$ cat src/rtl/bcd_seven_seg_driver_if.sv
// Digit-pair input and display-drive bundle for the two-digit seven-segment driver.
// The converter side drives tens/ones; the driver side produces the segment, anode and update signals.
interface bcd_seven_seg_driver_if;
   logic [3:0] ones;
   logic [3:0] tens;
   logic [6:0] seg;
   logic [1:0] an;
   logic       disp_update;
   logic       scan_dbg;

   // tens/ones are level inputs sampled every clock; there is no valid/ready pairing on this bus,
   // and a pair is accepted purely by holding it steady long enough.
   modport master (output ones, tens, input seg, an, disp_update, scan_dbg);
   modport slave  (input ones, tens, output seg, an, disp_update, scan_dbg);
endinterface

$ cat src/rtl/bcd_seven_seg_driver.sv
// Stability-filtered two-digit BCD display driver with time-multiplexed common-anode scan.
// scan_dbg exposes the scan FSM state (0 = ones slot, 1 = tens slot).
module bcd_seven_seg_driver #(
   parameter int unsigned REFRESH_DIV    = 4,
   parameter int unsigned STABLE_CYCLES  = 3,
   parameter bit          BLANK_LZ       = 1'b1,
   parameter bit          SEG_ACTIVE_LOW = 1'b1
) (
   input logic                    clk,
   input logic                    rst,
   bcd_seven_seg_driver_if.slave  bus
);

   typedef enum logic {S_ONES = 1'b0, S_TENS = 1'b1} scan_t;

   localparam logic [15:0] RCNT_LAST = 16'(REFRESH_DIV - 1);
   localparam logic [7:0]  STAB_LAST = 8'(STABLE_CYCLES - 1);
   localparam logic [7:0]  STAB_MAX  = 8'(STABLE_CYCLES);
   localparam logic [6:0]  SEG_MASK  = {7{SEG_ACTIVE_LOW}};

   function automatic logic [6:0] decode(input logic [3:0] d);
      logic [6:0] s;
      case (d)
         4'd0:    s = 7'h3F;
         4'd1:    s = 7'h06;
         4'd2:    s = 7'h5B;
         4'd3:    s = 7'h4F;
         4'd4:    s = 7'h66;
         4'd5:    s = 7'h6D;
         4'd6:    s = 7'h7D;
         4'd7:    s = 7'h07;
         4'd8:    s = 7'h7F;
         4'd9:    s = 7'h6F;
         default: s = 7'h40;
      endcase
      return s;
   endfunction

   scan_t       state, state_n;
   logic [15:0] rcnt, rcnt_n;
   logic [7:0]  cand;
   logic [7:0]  stab_cnt;
   logic [7:0]  disp, disp_n;
   logic [7:0]  pair_in;
   logic        accept;
   logic [3:0]  digit;
   logic [6:0]  seg_hi;
   logic [1:0]  an_n;
   logic [6:0]  seg_q;
   logic [1:0]  an_q;
   logic        disp_update_q;

   // Outputs are built from next-state scan and display values so seg never lags an.
   always_comb begin
      pair_in = {bus.tens, bus.ones};
      accept  = (pair_in == cand) && (stab_cnt == STAB_LAST) && (cand != disp);
      disp_n  = accept ? cand : disp;

      state_n = state;
      rcnt_n  = rcnt + 16'd1;
      if (rcnt == RCNT_LAST) begin
         rcnt_n  = 16'd0;
         state_n = (state == S_ONES) ? S_TENS : S_ONES;
      end

      digit  = (state_n == S_TENS) ? disp_n[7:4] : disp_n[3:0];
      seg_hi = decode(digit);
      if (BLANK_LZ && (state_n == S_TENS) && (disp_n[7:4] == 4'd0))
         seg_hi = 7'h00;
      an_n = (state_n == S_TENS) ? 2'b01 : 2'b10;
   end

   always_ff @(posedge clk) begin
      if (rst) begin
         state         <= S_ONES;
         rcnt          <= 16'd0;
         cand          <= 8'd0;
         stab_cnt      <= 8'd0;
         disp          <= 8'd0;
         disp_update_q <= 1'b0;
         an_q          <= 2'b10;
         seg_q         <= 7'h3F ^ SEG_MASK;
      end else begin
         if (pair_in != cand) begin
            cand     <= pair_in;
            stab_cnt <= 8'd0;
         end else if (stab_cnt != STAB_MAX) begin
            stab_cnt <= stab_cnt + 8'd1;
         end
         disp          <= disp_n;
         disp_update_q <= accept;
         state         <= state_n;
         rcnt          <= rcnt_n;
         an_q          <= an_n;
         seg_q         <= seg_hi ^ SEG_MASK;
      end
   end

   assign bus.seg         = seg_q;
   assign bus.an          = an_q;
   assign bus.disp_update = disp_update_q;
   assign bus.scan_dbg    = state;

endmodule

$ cat src/flat_wrapper.sv
// flat-port wrapper written by rule: the top's interface ports become plain ports
module bcd_seven_seg_driver_flat 
#(
   parameter int unsigned REFRESH_DIV    = 4,
   parameter int unsigned STABLE_CYCLES  = 3,
   parameter bit          BLANK_LZ       = 1'b1,
   parameter bit          SEG_ACTIVE_LOW = 1'b1
)
  (clk, rst, bus_ones, bus_tens, bus_seg, bus_an, bus_disp_update, bus_scan_dbg);
  bcd_seven_seg_driver_if bus_i ();
  input logic clk;
  input logic rst;
  input wire logic [$bits(bus_i.ones)-1:0] bus_ones;
  input wire logic [$bits(bus_i.tens)-1:0] bus_tens;
  output wire logic [$bits(bus_i.seg)-1:0] bus_seg;
  output wire logic [$bits(bus_i.an)-1:0] bus_an;
  output wire logic [$bits(bus_i.disp_update)-1:0] bus_disp_update;
  output wire logic [$bits(bus_i.scan_dbg)-1:0] bus_scan_dbg;
  assign bus_i.ones = bus_ones;
  assign bus_i.tens = bus_tens;
  assign bus_seg = bus_i.seg;
  assign bus_an = bus_i.an;
  assign bus_disp_update = bus_i.disp_update;
  assign bus_scan_dbg = bus_i.scan_dbg;
  bcd_seven_seg_driver #(.REFRESH_DIV(REFRESH_DIV), .STABLE_CYCLES(STABLE_CYCLES), .BLANK_LZ(BLANK_LZ), .SEG_ACTIVE_LOW(SEG_ACTIVE_LOW)) u_core (.clk(clk), .rst(rst), .bus(bus_i));
endmodule
$ cat config.mk
export PLATFORM = sky130hd
export DESIGN_NAME = bcd_seven_seg_driver_flat
export DESIGN_NICKNAME = d
export VERILOG_FILES = /design/src/rtl/bcd_seven_seg_driver_if.sv /design/src/rtl/bcd_seven_seg_driver.sv /design/src/flat_wrapper.sv
export SDC_FILE = /design/constraint.sdc
export NUM_CORES = 1
export LEC_CHECK = 0
export ABC_CLOCK_PERIOD_IN_PS = 2800
export CORE_MARGIN = 5
export CORE_UTILIZATION = 51
export CTS_CLUSTER_SIZE = 16
export DETAILED_ROUTE_END_ITERATION = 10
export GPL_ROUTABILITY_DRIVEN = 0
export PLACE_DENSITY = 0.75
export SLEW_MARGIN = 30
export SYNTH_ARGS = -nofsm -noshare
export SYNTH_HDL_FRONTEND = slang
export SYNTH_SLANG_ARGS = --single-unit
$ cat constraint.sdc
create_clock -name clk -period 2.8 [get_ports clk]
set_clock_uncertainty 0.05 [all_clocks]
set_input_delay 0.28 -clock clk [delete_from_list [all_inputs] [get_ports clk]]
set_output_delay 0.28 -clock clk [all_outputs]
set_load 0.005 [all_outputs]
---- Word-level counts from Yosys, hierarchy flattened ----
Memory sizes are Yosys's and may differ from the RTL's.
Index checks and enable logic that the tools add are counted.
cells by class
  add/sub/neg operators ................... 2
  equal/unequal tests ..................... 6
  muxes and demuxes ....................... 6
  bitwise gates (word level) .............. 1
  reductions and logical operators ........ 6
operators with widths
  kind                                            count
  adder 16 x 1 -> 16 bit, second input constant   1
  == test 16 x 2 -> 1 bit, second input constant  1
  != test 8 bit                                   2
  adder 8 x 1 -> 8 bit, second input constant     1
  == test 8 x 2 -> 1 bit, second input constant   1
  == test 8 bit                                   1
  2-to-1 mux 8 bit                                1
  != test 8 x 2 -> 1 bit, second input constant   1
  2-to-1 mux 7 bit                                1
  inverter 7 bit                                  1
  logical NOT 4 bit                               1
  2-to-1 mux 4 bit                                1
  OR reduction 2 bit                              2
  logical AND 1 bit                               3
  2-to-1 mux 1 bit                                2
  2-to-1 mux 2 bit                                1
storage, ports and cells
  register bits ........................... 51
  bits in read-only memories .............. 112
  input port bits ......................... 10
  output and inout bits ................... 11
  logic and storage cells ................. 30
  memories ................................ 1
memory list
  name             words  width  read ports  clocked after memory_dff  wr ports  RTL line                    text
  (no name shown)  16     7      1           0                         0         bcd_seven_seg_driver.sv:23  case (d)

---- Logic depth before layout (Yosys ltp) ----
  depth after elaboration ................. 8
  depth in mapped cells ................... 13
  gate-level depth less buffers ........... 12

---- Worst setup path before layout ----
OpenSTA, ideal clock, no wires.
  kind .................................... flip-flop to flip-flop
  start ................................... register u_core.rcnt[0]
  end ..................................... register u_core.seg_q[5], in the netlist u_core.bus.seg[5]
  setup time .............................. 114 ps
  arrival time ............................ 2538 ps
  required time ........................... 2636 ps
  path slack .............................. 98 ps
  stages on the path, launching flop included .. 12
  buffers on the path ..................... 0
  period minus slack after synthesis ...... 2702 ps
  path through ............................ dfxtp_1 > ha_1 > nor3b_1 > nand4_1 > xor2_2 > mux4_2 > inv_1 > ha_1 > inv_1 > nor2_2 > a21oi_1 > a21o_1
between the ends
  longest elaborated chain between the ends .. 6
  elaborated cells between the ends (all ways) .. 7
  classes of those cells .................. eq/ne: 1; mux: 3; bitwise: 1; reduce/logical: 1; memory: 1
RTL lines
  item                        RTL line                    text
  start, declared             bcd_seven_seg_driver.sv:40  logic [15:0] rcnt, rcnt_n;
  start signal, assigned      bcd_seven_seg_driver.sv:93  rcnt <= rcnt_n;
  == test 16 x 2 -> 1 bit *   bcd_seven_seg_driver.sv:61  if (rcnt == RCNT_LAST) begin
  2-to-1 mux 1 bit *          bcd_seven_seg_driver.sv:61
  2-to-1 mux 4 bit            bcd_seven_seg_driver.sv:66  digit = (state_n == S_TENS) ? disp_n[7:4] : disp_n[3:0];
  memory read (16 x 7 bit)    --
  2-to-1 mux 7 bit *          bcd_seven_seg_driver.sv:68  if (BLANK_LZ && (state_n == S_TENS) && (disp_n[7:4] == 4'd0))
  inverter 7 bit (no line) *  --
  end signal, assigned        bcd_seven_seg_driver.sv:82  seg_q <= 7'h3F ^ SEG_MASK;
  end signal, assigned        bcd_seven_seg_driver.sv:95  seg_q <= seg_hi ^ SEG_MASK;
  end, declared               bcd_seven_seg_driver.sv:49  logic [6:0] seg_q;
Mark *: on every way between the ends. The rest lies on a longest branch, timed or not.
A chain may end at the register's enable or synchronous reset.

---- Final worst setup path ----
  start ................................... input port bus_ones[0]
  end ..................................... register u_core.seg_q[0], in the netlist u_core.bus.seg[0]
between the ends
  longest elaborated chain between the ends .. 8
  elaborated cells between the ends (all ways) .. 10
  classes of those cells .................. eq/ne: 1; mux: 3; bitwise: 1; reduce/logical: 4; memory: 1
RTL lines
  item                                                                  RTL line                                                text
  start, declared                                                       flat_wrapper.sv:13                                      input wire logic [$bits(bus_i.ones)-1:0] bus_ones;
  == test 8 bit *                                                       bcd_seven_seg_driver.sv:56                              accept = (pair_in == cand) && (stab_cnt == STAB_LAST) && (cand != disp);
  logical AND 1 bit * (2 in series)                                     bcd_seven_seg_driver.sv:56
  2-to-1 mux 8 bit *                                                    bcd_seven_seg_driver.sv:57                              disp_n = accept ? cand : disp;
  2-to-1 mux 4 bit / logical NOT 4 bit (equally long branches)          bcd_seven_seg_driver.sv:66, bcd_seven_seg_driver.sv:68
  memory read (16 x 7 bit) / logical AND 1 bit (equally long branches)  --
  2-to-1 mux 7 bit *                                                    bcd_seven_seg_driver.sv:68
  inverter 7 bit (no line) *                                            --
Marked as above.

==> results.toml <==
[outcome]
status = "finished, final reports clean"

[synthesis]
synth_adder_area_share = 0.0421
synth_nets = 259
synth_xor_area_frac = 0.143
synth-simple-area-share = 0.223
synth_top_family_by_area = "simple AND/OR/NAND/NOR gates"
synth_cells = 241
synth_seq_cells = 50
synth-compound-area-share = 0.0595
synthArstFlopShare = 0
synth.distinct_cells = 43
syn_area_per_cell_um2 = 9.85
netlist_area_um2 = 2370
synthMuxAreaShare = 0.0759
yosys_warnings = 0
synth_edf_count = 0
ys.flop_type = "dfxtp_1"
yosysSeqAreaShare = 0.421

[place]
place_hpwl_um = 3300
placed_area_um2 = 2690
port_buffers = 20

[grt]
grtUsageMet2 = 0.248
busiest_layer = "met2"
grt_pass1_vias = 1657
grt_pass1_wl_um = 7490
grt_overflow = 0
track_usage = 0.152
gr-usage-met3 = 0.0446
antenna_found_initial = 0
grt_max_degree = 17
grt_use_met1 = 0.190

[flow_run]
drv_cap = 0

[clock_network]
cts.sinks = 50
path_clk_slew_ps = 90
clock_latency_ps = 300
clockRootBuffer = "clkbuf_8"
h-tree-depth = 2
cts_hold_buf = 0
cts_buffers = 5
tritoncts = "done"
cts.path.max_buffers = 2

[min_path]
holdCritPathClass = "flop to flop"
min-delay-start = "u_core.rcnt[0]$_SDFF_PP0_"

[floorplan]
num_rows = 24
die_y_um = 78.2
die_area_um2 = 6120
core_um2 = 4440
fp.dieW_um = 78.2
start_util = 0.534
io_pins = 21

[timing]
tightestPinTransition_ps = 546
maxClockFrequency_mhz = 383
finalHoldViolCount = 0
slew_headroom = 0.633
fin_crit_ps = 2610
fin_crit_sh = 0.932
fin_setup_tns_ps = 0
setup_violations = 0
final_max_slew_viol_count = 0

[setup_path]
crit_path_end_kind = "flop"
cp-endpoint = "u_core.bus.seg[0]$_SDFF_PP0_"
startpoint = "bus_ones[0]"
start_kind = "primary input"
r2r_cells = 10
rr_startpoint = "u_core.rcnt[0]$_SDFF_PP0_"
path_class = "primary input to flop"
required_ps = 2930
r2r_slack_ps = 190
cp_max_fo = 11
cp.arrival_ps = 2740
r2r-end = "u_core.bus.seg[0]$_SDFF_PP0_"

[finish]
drive_above_1_share = 0.181
post-route-util = 0.646
final_common_cell = "dfxtp_1"
nNetsFinal = 294
antennaDiodeCount = 0
design_area_um2 = 2870
area.growth.synth_to_final_pct = 20.8
layout_common_cells = "dfxtp_1, nor2_1, xor2_1, clkdlybuf4s50_1, xnor2_1"
fill_cells = 360

[pwr]
power_mw = 1.31
power_leakage_nw = 1.07
powerDensity_nw_per_um2 = 458
peakVddDrop_mv = 0.224

[routing]
final_antenna_net_count = 0
drcViolationCount = 0
vias_per_cell = 5.26
via_count = 1729
drtIter0Drc = 79
finalWirelength_um = 4380
firstDrtPassIters = 4
post_drt_wl_per_cell_um = 13.3
## how the worst min path moves through the flow
stage	to	slack, ps	cells after the start
4_1_cts	u_core.rcnt[0]$_SDFF_PP0_	420	1
6_report	u_core.rcnt[0]$_SDFF_PP0_	390	1
2_1_floorplan	u_core.cand[0]$_SDFFE_PP0P_	300	1
5_1_grt	u_core.rcnt[0]$_SDFF_PP0_	410	1
3_5_place_dp	u_core.rcnt[0]$_SDFF_PP0_	410	1
3_3_place_gp	u_core.rcnt[0]$_SDFF_PP0_	390	1
## power by group
group | internal (mW) | switching (mW) | leakage, nW
logic | 0.0798 | 0.0613 | 0.612
registers | 0.731 | 0.0189 | 0.407
clock network | 0.200 | 0.223 | 0.0482
## sequential cells by signal (all words and copies together), names as in the netlist
signal	cells
u_core.rcnt	16
u_core.cand	8
u_core.disp	8
u_core.stab_cnt	8
u_core.bus.seg	7
u_core.bus.an	2
u_core.bus.disp_update	1
## timing repair
action,in CTS,in global routing
buffers inserted,0,2
resized for setup,0,14
endpoints found under the setup margin,0,7
## cells by family after synthesis
group,count (synthesis)
xor+xnor,38
flops,50
buf+inv,16
mux,13
simple gates,101
fa+ha+maj,8
compound gates,15
## per-layer routing
layer,share of wire,up-vias
met3,0.044,9
met5,0,-
met2,0.46,40
met1,0.48,800
met4,0.014,0
li1,-,880
## synth_stat cells, types with 2 or more instances
cell type | number | area share
dfxtp_1 | 50 | 0.42
nor2_1 | 41 | 0.065
xor2_1 | 22 | 0.081
xnor2_1 | 15 | 0.055
nand3_1 | 14 | 0.030
mux2i_1 | 9 | 0.038
nand2_1 | 9 | 0.014
ha_1 | 8 | 0.042
inv_1 | 8 | 0.013
nor2b_1 | 8 | 0.021
nand4_1 | 5 | 0.013
nor4_1 | 4 | 0.011
a211oi_1 | 3 | 0.0095
a21oi_1 | 3 | 0.0063
and3_1 | 3 | 0.0079
clkbuf_1 | 3 | 0.0047
mux4_2 | 3 | 0.028
nor4_2 | 3 | 0.016
buf_4 | 2 | 0.0063
buf_6 | 2 | 0.0095
nand2b_1 | 2 | 0.0053
nor2_2 | 2 | 0.0053
o21ai_2 | 2 | 0.0074
## through the flow
stage               std cells  hold slack, ps  setup WS, ps
detailed placement        319             407         -77.8
floorplan                 241             302          97.8
finish                    329             385           190
global route              329             410      -0.00622
CTS                       327             423          79.3
global placement          319             392        -0.887
## worst max-delay path, stage by stage
cell and delay, ps:
clkdlybuf4s50_1 520, xnor2_1 150, nand4_1 200, a2111oi_4 380, buf_6 190, buf_4 160
mux4_2 440, nor2_2 180, and2_1 180, a311oi_2 50
## cell type report
class                   count  area, µm²  share of cell area
clock buffers               7       86.3              0.0301
repair buffers             35        317               0.110
clock inverters             1       5.00             0.00174
multi-input cells         175       1360               0.474
flip-flops and latches     50       1000               0.350
inverters                   9       33.8              0.0118
well taps                  52       65.1              0.0227
No activity file was read; power rests on OpenSTA's default activity.
==> RTL change 1 (config.mk and constraints unchanged) <==
`BLANK_LZ` is set to 1'b1 in 2 places; all go to 1'b0.
--- a/src/rtl/bcd_seven_seg_driver.sv
+++ b/src/rtl/bcd_seven_seg_driver.sv
@@ -5,3 +5,3 @@
    parameter int unsigned STABLE_CYCLES  = 3,
-   parameter bit          BLANK_LZ       = 1'b1,
+   parameter bit          BLANK_LZ       = 1'b0,
    parameter bit          SEG_ACTIVE_LOW = 1'b1
--- a/src/flat_wrapper.sv
+++ b/src/flat_wrapper.sv
@@ -5,3 +5,3 @@
    parameter int unsigned STABLE_CYCLES  = 3,
-   parameter bit          BLANK_LZ       = 1'b1,
+   parameter bit          BLANK_LZ       = 1'b0,
    parameter bit          SEG_ACTIVE_LOW = 1'b1
Function: changed (Yosys sat finds a counterexample within 10 cycles, from zero or initial values and one cycle with rst high).
==> RTL change 1 against the original RTL <==
Global-route usage fell by 1.4 points. Sequential cell count unchanged. Total power increased by 2.3%. Critical endpoint is now u_core.bus.seg[5]. Count of clock-buffer cells in the layout is 1 lower. Wire length decreased by 9.7%. Synthesized area down 1.5%. Setup slack better by 0.0045 ns. Design area down 3.7%. Sequential share of layout area grew 1.3 points. Worst hold slack improved by 0.035 ns.
==> RTL change 1: results <==
export IMPL_clk_share_pct=3.99
export IMPL_holdPathEnd="u_core.rcnt[0]"
export IMPL_crit_start="u_core.rcnt[0]"
export IMPL_multi_input_gates=172
export IMPL_layout_drive_gt1_share_pct=10.7
export IMPL_synthesis_nets=256
export IMPL_path_class="register to register"
export IMPL_synth_common_cells="dfxtp_1, nor2_1, xor2_1, mux2i_1, xnor2_1"
export IMPL_cp_max_fo=8
export IMPL_critPathTopFamily="multiplexers"
export IMPL_root_buffer="clkbuf_8"
export IMPL_grt_max_degree=22
export IMPL_groute_usage_overall_pct=13.8
export IMPL_nNonClkInverters=10
export IMPL_use_met2_pct=20.5
export IMPL_fin_crit_ns=2.61
export IMPL_grt_pass1_vias=1539
export IMPL_numCtsBuffers=5
export IMPL_regArea_um2=1000
export IMPL_drt_iter0_drc=103
export IMPL_worst_r2r_path_depth=11
export IMPL_irDropWorstVdd_mv=0.334
export IMPL_grt_pass1_wl_mm=6.91
export IMPL_detailed_place_hpwl_mm=2.90
export IMPL_route_vias_total=1648
export IMPL_tightest_slew_ns=0.516
export IMPL_clk_power_uw=495
export IMPL_yosysSeqAreaShare_pct=42.8
export IMPL_reg2reg_to="u_core.bus.seg[5]"
export IMPL_wl_met2_mm=1.70
export IMPL_cell_internal_pwr_mw=1.05
export IMPL_cellLeakagePower_nw=1.17
export IMPL_max_stage_delay_ns=0.34
export IMPL_fillers=380
export IMPL_drt_wl_total_mm=3.95
export IMPL_design_die_area_um2=6040
export IMPL_status="complete, no violations"
export IMPL_nNetsFinal=288
export IMPL_n_all_buffers=31
export IMPL_clkbuf_count=6
export IMPL_place_area_um2=2620
export IMPL_use_met3_pct=3.82
export IMPL_multi_input_area_share_pct=45.8
export IMPL_yosys_top_cells_area="dfxtp_1, xor2_1, mux2i_1, nor2_1, xnor2_1"
export IMPL_syn_to_final_growth_pct=18.1
export IMPL_slowest_stage="dfxtp_1"
export IMPL_met3_length_um=161
export IMPL_comb_power_uw=109
export IMPL_m1WireLength_mm=2.03
export IMPL_buffer_area_share_pct=10.2
## RTL change 1: cell types whose count changed after synthesis, sizes merged, moves of 3 or more
cell    before  now
a211oi       3    0
mux2         0    4
mux2i       10   21
mux4         3    0
nor2        43   36
nor4         8    5
## RTL change 1: what timing repair did
action,CTS,global route
setup endpoints to repair,0,4
buffers inserted,0,5
resized for setup,0,0
## RTL change 1: logic make-up (layout without fill, tap and decap cells)
group / count (synthesis) / count (layout) / synth area share (%)
AO/OA/AOI/OAI: 11 / 11 / 3.58
XOR/XNOR: 38 / 38 / 15.0
adder cells (fa/ha/maj): 8 / 8 / 4.28
buffers and inverters: 16 / 49 / 3.05
flip-flops: 50 / 50 / 42.8
multiplexers: 25 / 25 / 11.8
AND/OR/NAND/NOR: 90 / 90 / 19.5
## RTL change 1: stage by stage
stage | instances | hold WS (ns)
after floorplan | 238 | 0.358
after global placement | 310 | 0.396
after detailed placement | 310 | 0.404
after CTS | 318 | 0.426
after global routing | 323 | 0.491
final | 323 | 0.420
==> RTL change 2 (same settings) <==
Without the edit above. Make the reset (`rst`) asynchronous in one clocked block.
--- a/src/rtl/bcd_seven_seg_driver.sv
+++ b/src/rtl/bcd_seven_seg_driver.sv
@@ -72,3 +72,3 @@
 
-   always_ff @(posedge clk) begin
+   always_ff @(posedge clk or posedge rst) begin
       if (rst) begin
Check against the original RTL: differs if rst is asserted again (counterexample within 10 cycles, from zero or initial values and one cycle with rst high); with rst held inactive, the same outputs for 10 cycles.
==> RTL change 2 against the original RTL <==
The flow now finishes with violations (negative setup slack). Non-clock buffer count rose by 21. Setup slack got worse by 0.30 ns. Maximum frequency fell by 10%. Synthesized area rose by 6.2%. Sequential cell count did not move. Design area rose by 16%. Wire length rose by 15%. Highest routed layer unchanged.
Power is not compared: it rests on default switching activity, and its combinational part moved more than twofold at a synthesized area within 25%.
==> RTL change 2: results <==
export IMPL_status="finished with violations"
export IMPL_violations="negative setup slack"
export IMPL_detailed_place_hpwl_mm=3.60
export IMPL_met3_length_um=199
export IMPL_synthesis_nets=249
export IMPL_tightest_slew_ns=0.609
export IMPL_avgSynthCellArea_um2=10.9
export IMPL_synth_common_cells="dfrtp_1, xnor2_1, nand2_1, nand3_1, xor2_1"
export IMPL_grt_max_degree=31
export IMPL_final_cells=351
export IMPL_worst_r2r_path_depth=9
export IMPL_cp_arrival_ns=3.08
export IMPL_crit_start="u_core.stab_cnt[4]"
export IMPL_final_cell_area_um2=3330
export IMPL_use_met2_pct=26.9
export IMPL_setup_tns_ns=-0.410
export IMPL_drt_iter0_drc=69
export IMPL_grt_pass1_wl_mm=8.36
export IMPL_power_mw=1.41
export IMPL_ys_async_sr_fraction_pct=100
export IMPL_m1WireLength_mm=2.38
export IMPL_vias_per_cell=5.20
export IMPL_yosys_top_cells_area="dfrtp_1, xnor2_1, xor2_1, ha_1, nand3_1"
export IMPL_reg2reg_to="u_core.bus.seg[3]"
export IMPL_hold_class="input pin to asynchronous set/reset pin"
export IMPL_finalSetupViolCount=6
export IMPL_use_met1_pct=22.6
export IMPL_nNetsFinal=301
export IMPL_yosys_area_share_adder_pct=3.97
export IMPL_cp_max_fo=4
export IMPL_root_buffer="clkbuf_8"
export IMPL_path_class="register to register"
export IMPL_whs_ns=0.310
export IMPL_r2r_start="u_core.stab_cnt[4]"
export IMPL_layout_drive_gt1_share_pct=28.2
export IMPL_grt_pass1_vias=1873
export IMPL_wl_met2_mm=2.35
export IMPL_top_register="u_core.rcnt"
export IMPL_synth_main_ff_cell="dfrtp_1"
export IMPL_finalWorstSetupSlack_ns=-0.113
export IMPL_use_met3_pct=3.92
## RTL change 2: cell count changes after synthesis, moves of 8 or more
cell	unedited run	this run
dfxtp_1	50	0
dfrtp_1	0	48
nor2_1	41	12
nand2_1	9	18
xnor2_1	15	23
xor2_1	22	14
## RTL change 2: critical path: stages, from the launching register on
cell and delay [ns]:
dfrtp_1 0.39, or4_4 0.53, or4b_4 0.50, o21ba_4 0.26, nand2_4 0.07, mux2i_4 0.19, a21o_4 0.25, ha_4 0.24
nor2b_1 0.14, a32oi_1 0.21
## RTL change 2: area by class of cell
cell class | count | share of cell area (%)
clock buffer | 6 | 2.48
tap | 67 | 2.52
multi-input combinational | 161 | 39.8
sequential | 50 | 37.7
timing repair buffer | 56 | 14.6
inverter | 9 | 1.13
clock inverter | 2 | 1.81
## RTL change 2: kinds of logic after synthesis
family / count (synthesis)
adder cells (fa/ha/maj): 8
buffers and inverters: 20
AND/OR/NAND/NOR: 82
AO/OA/AOI/OAI: 25
multiplexers: 9
flip-flops: 50
XOR/XNOR: 37
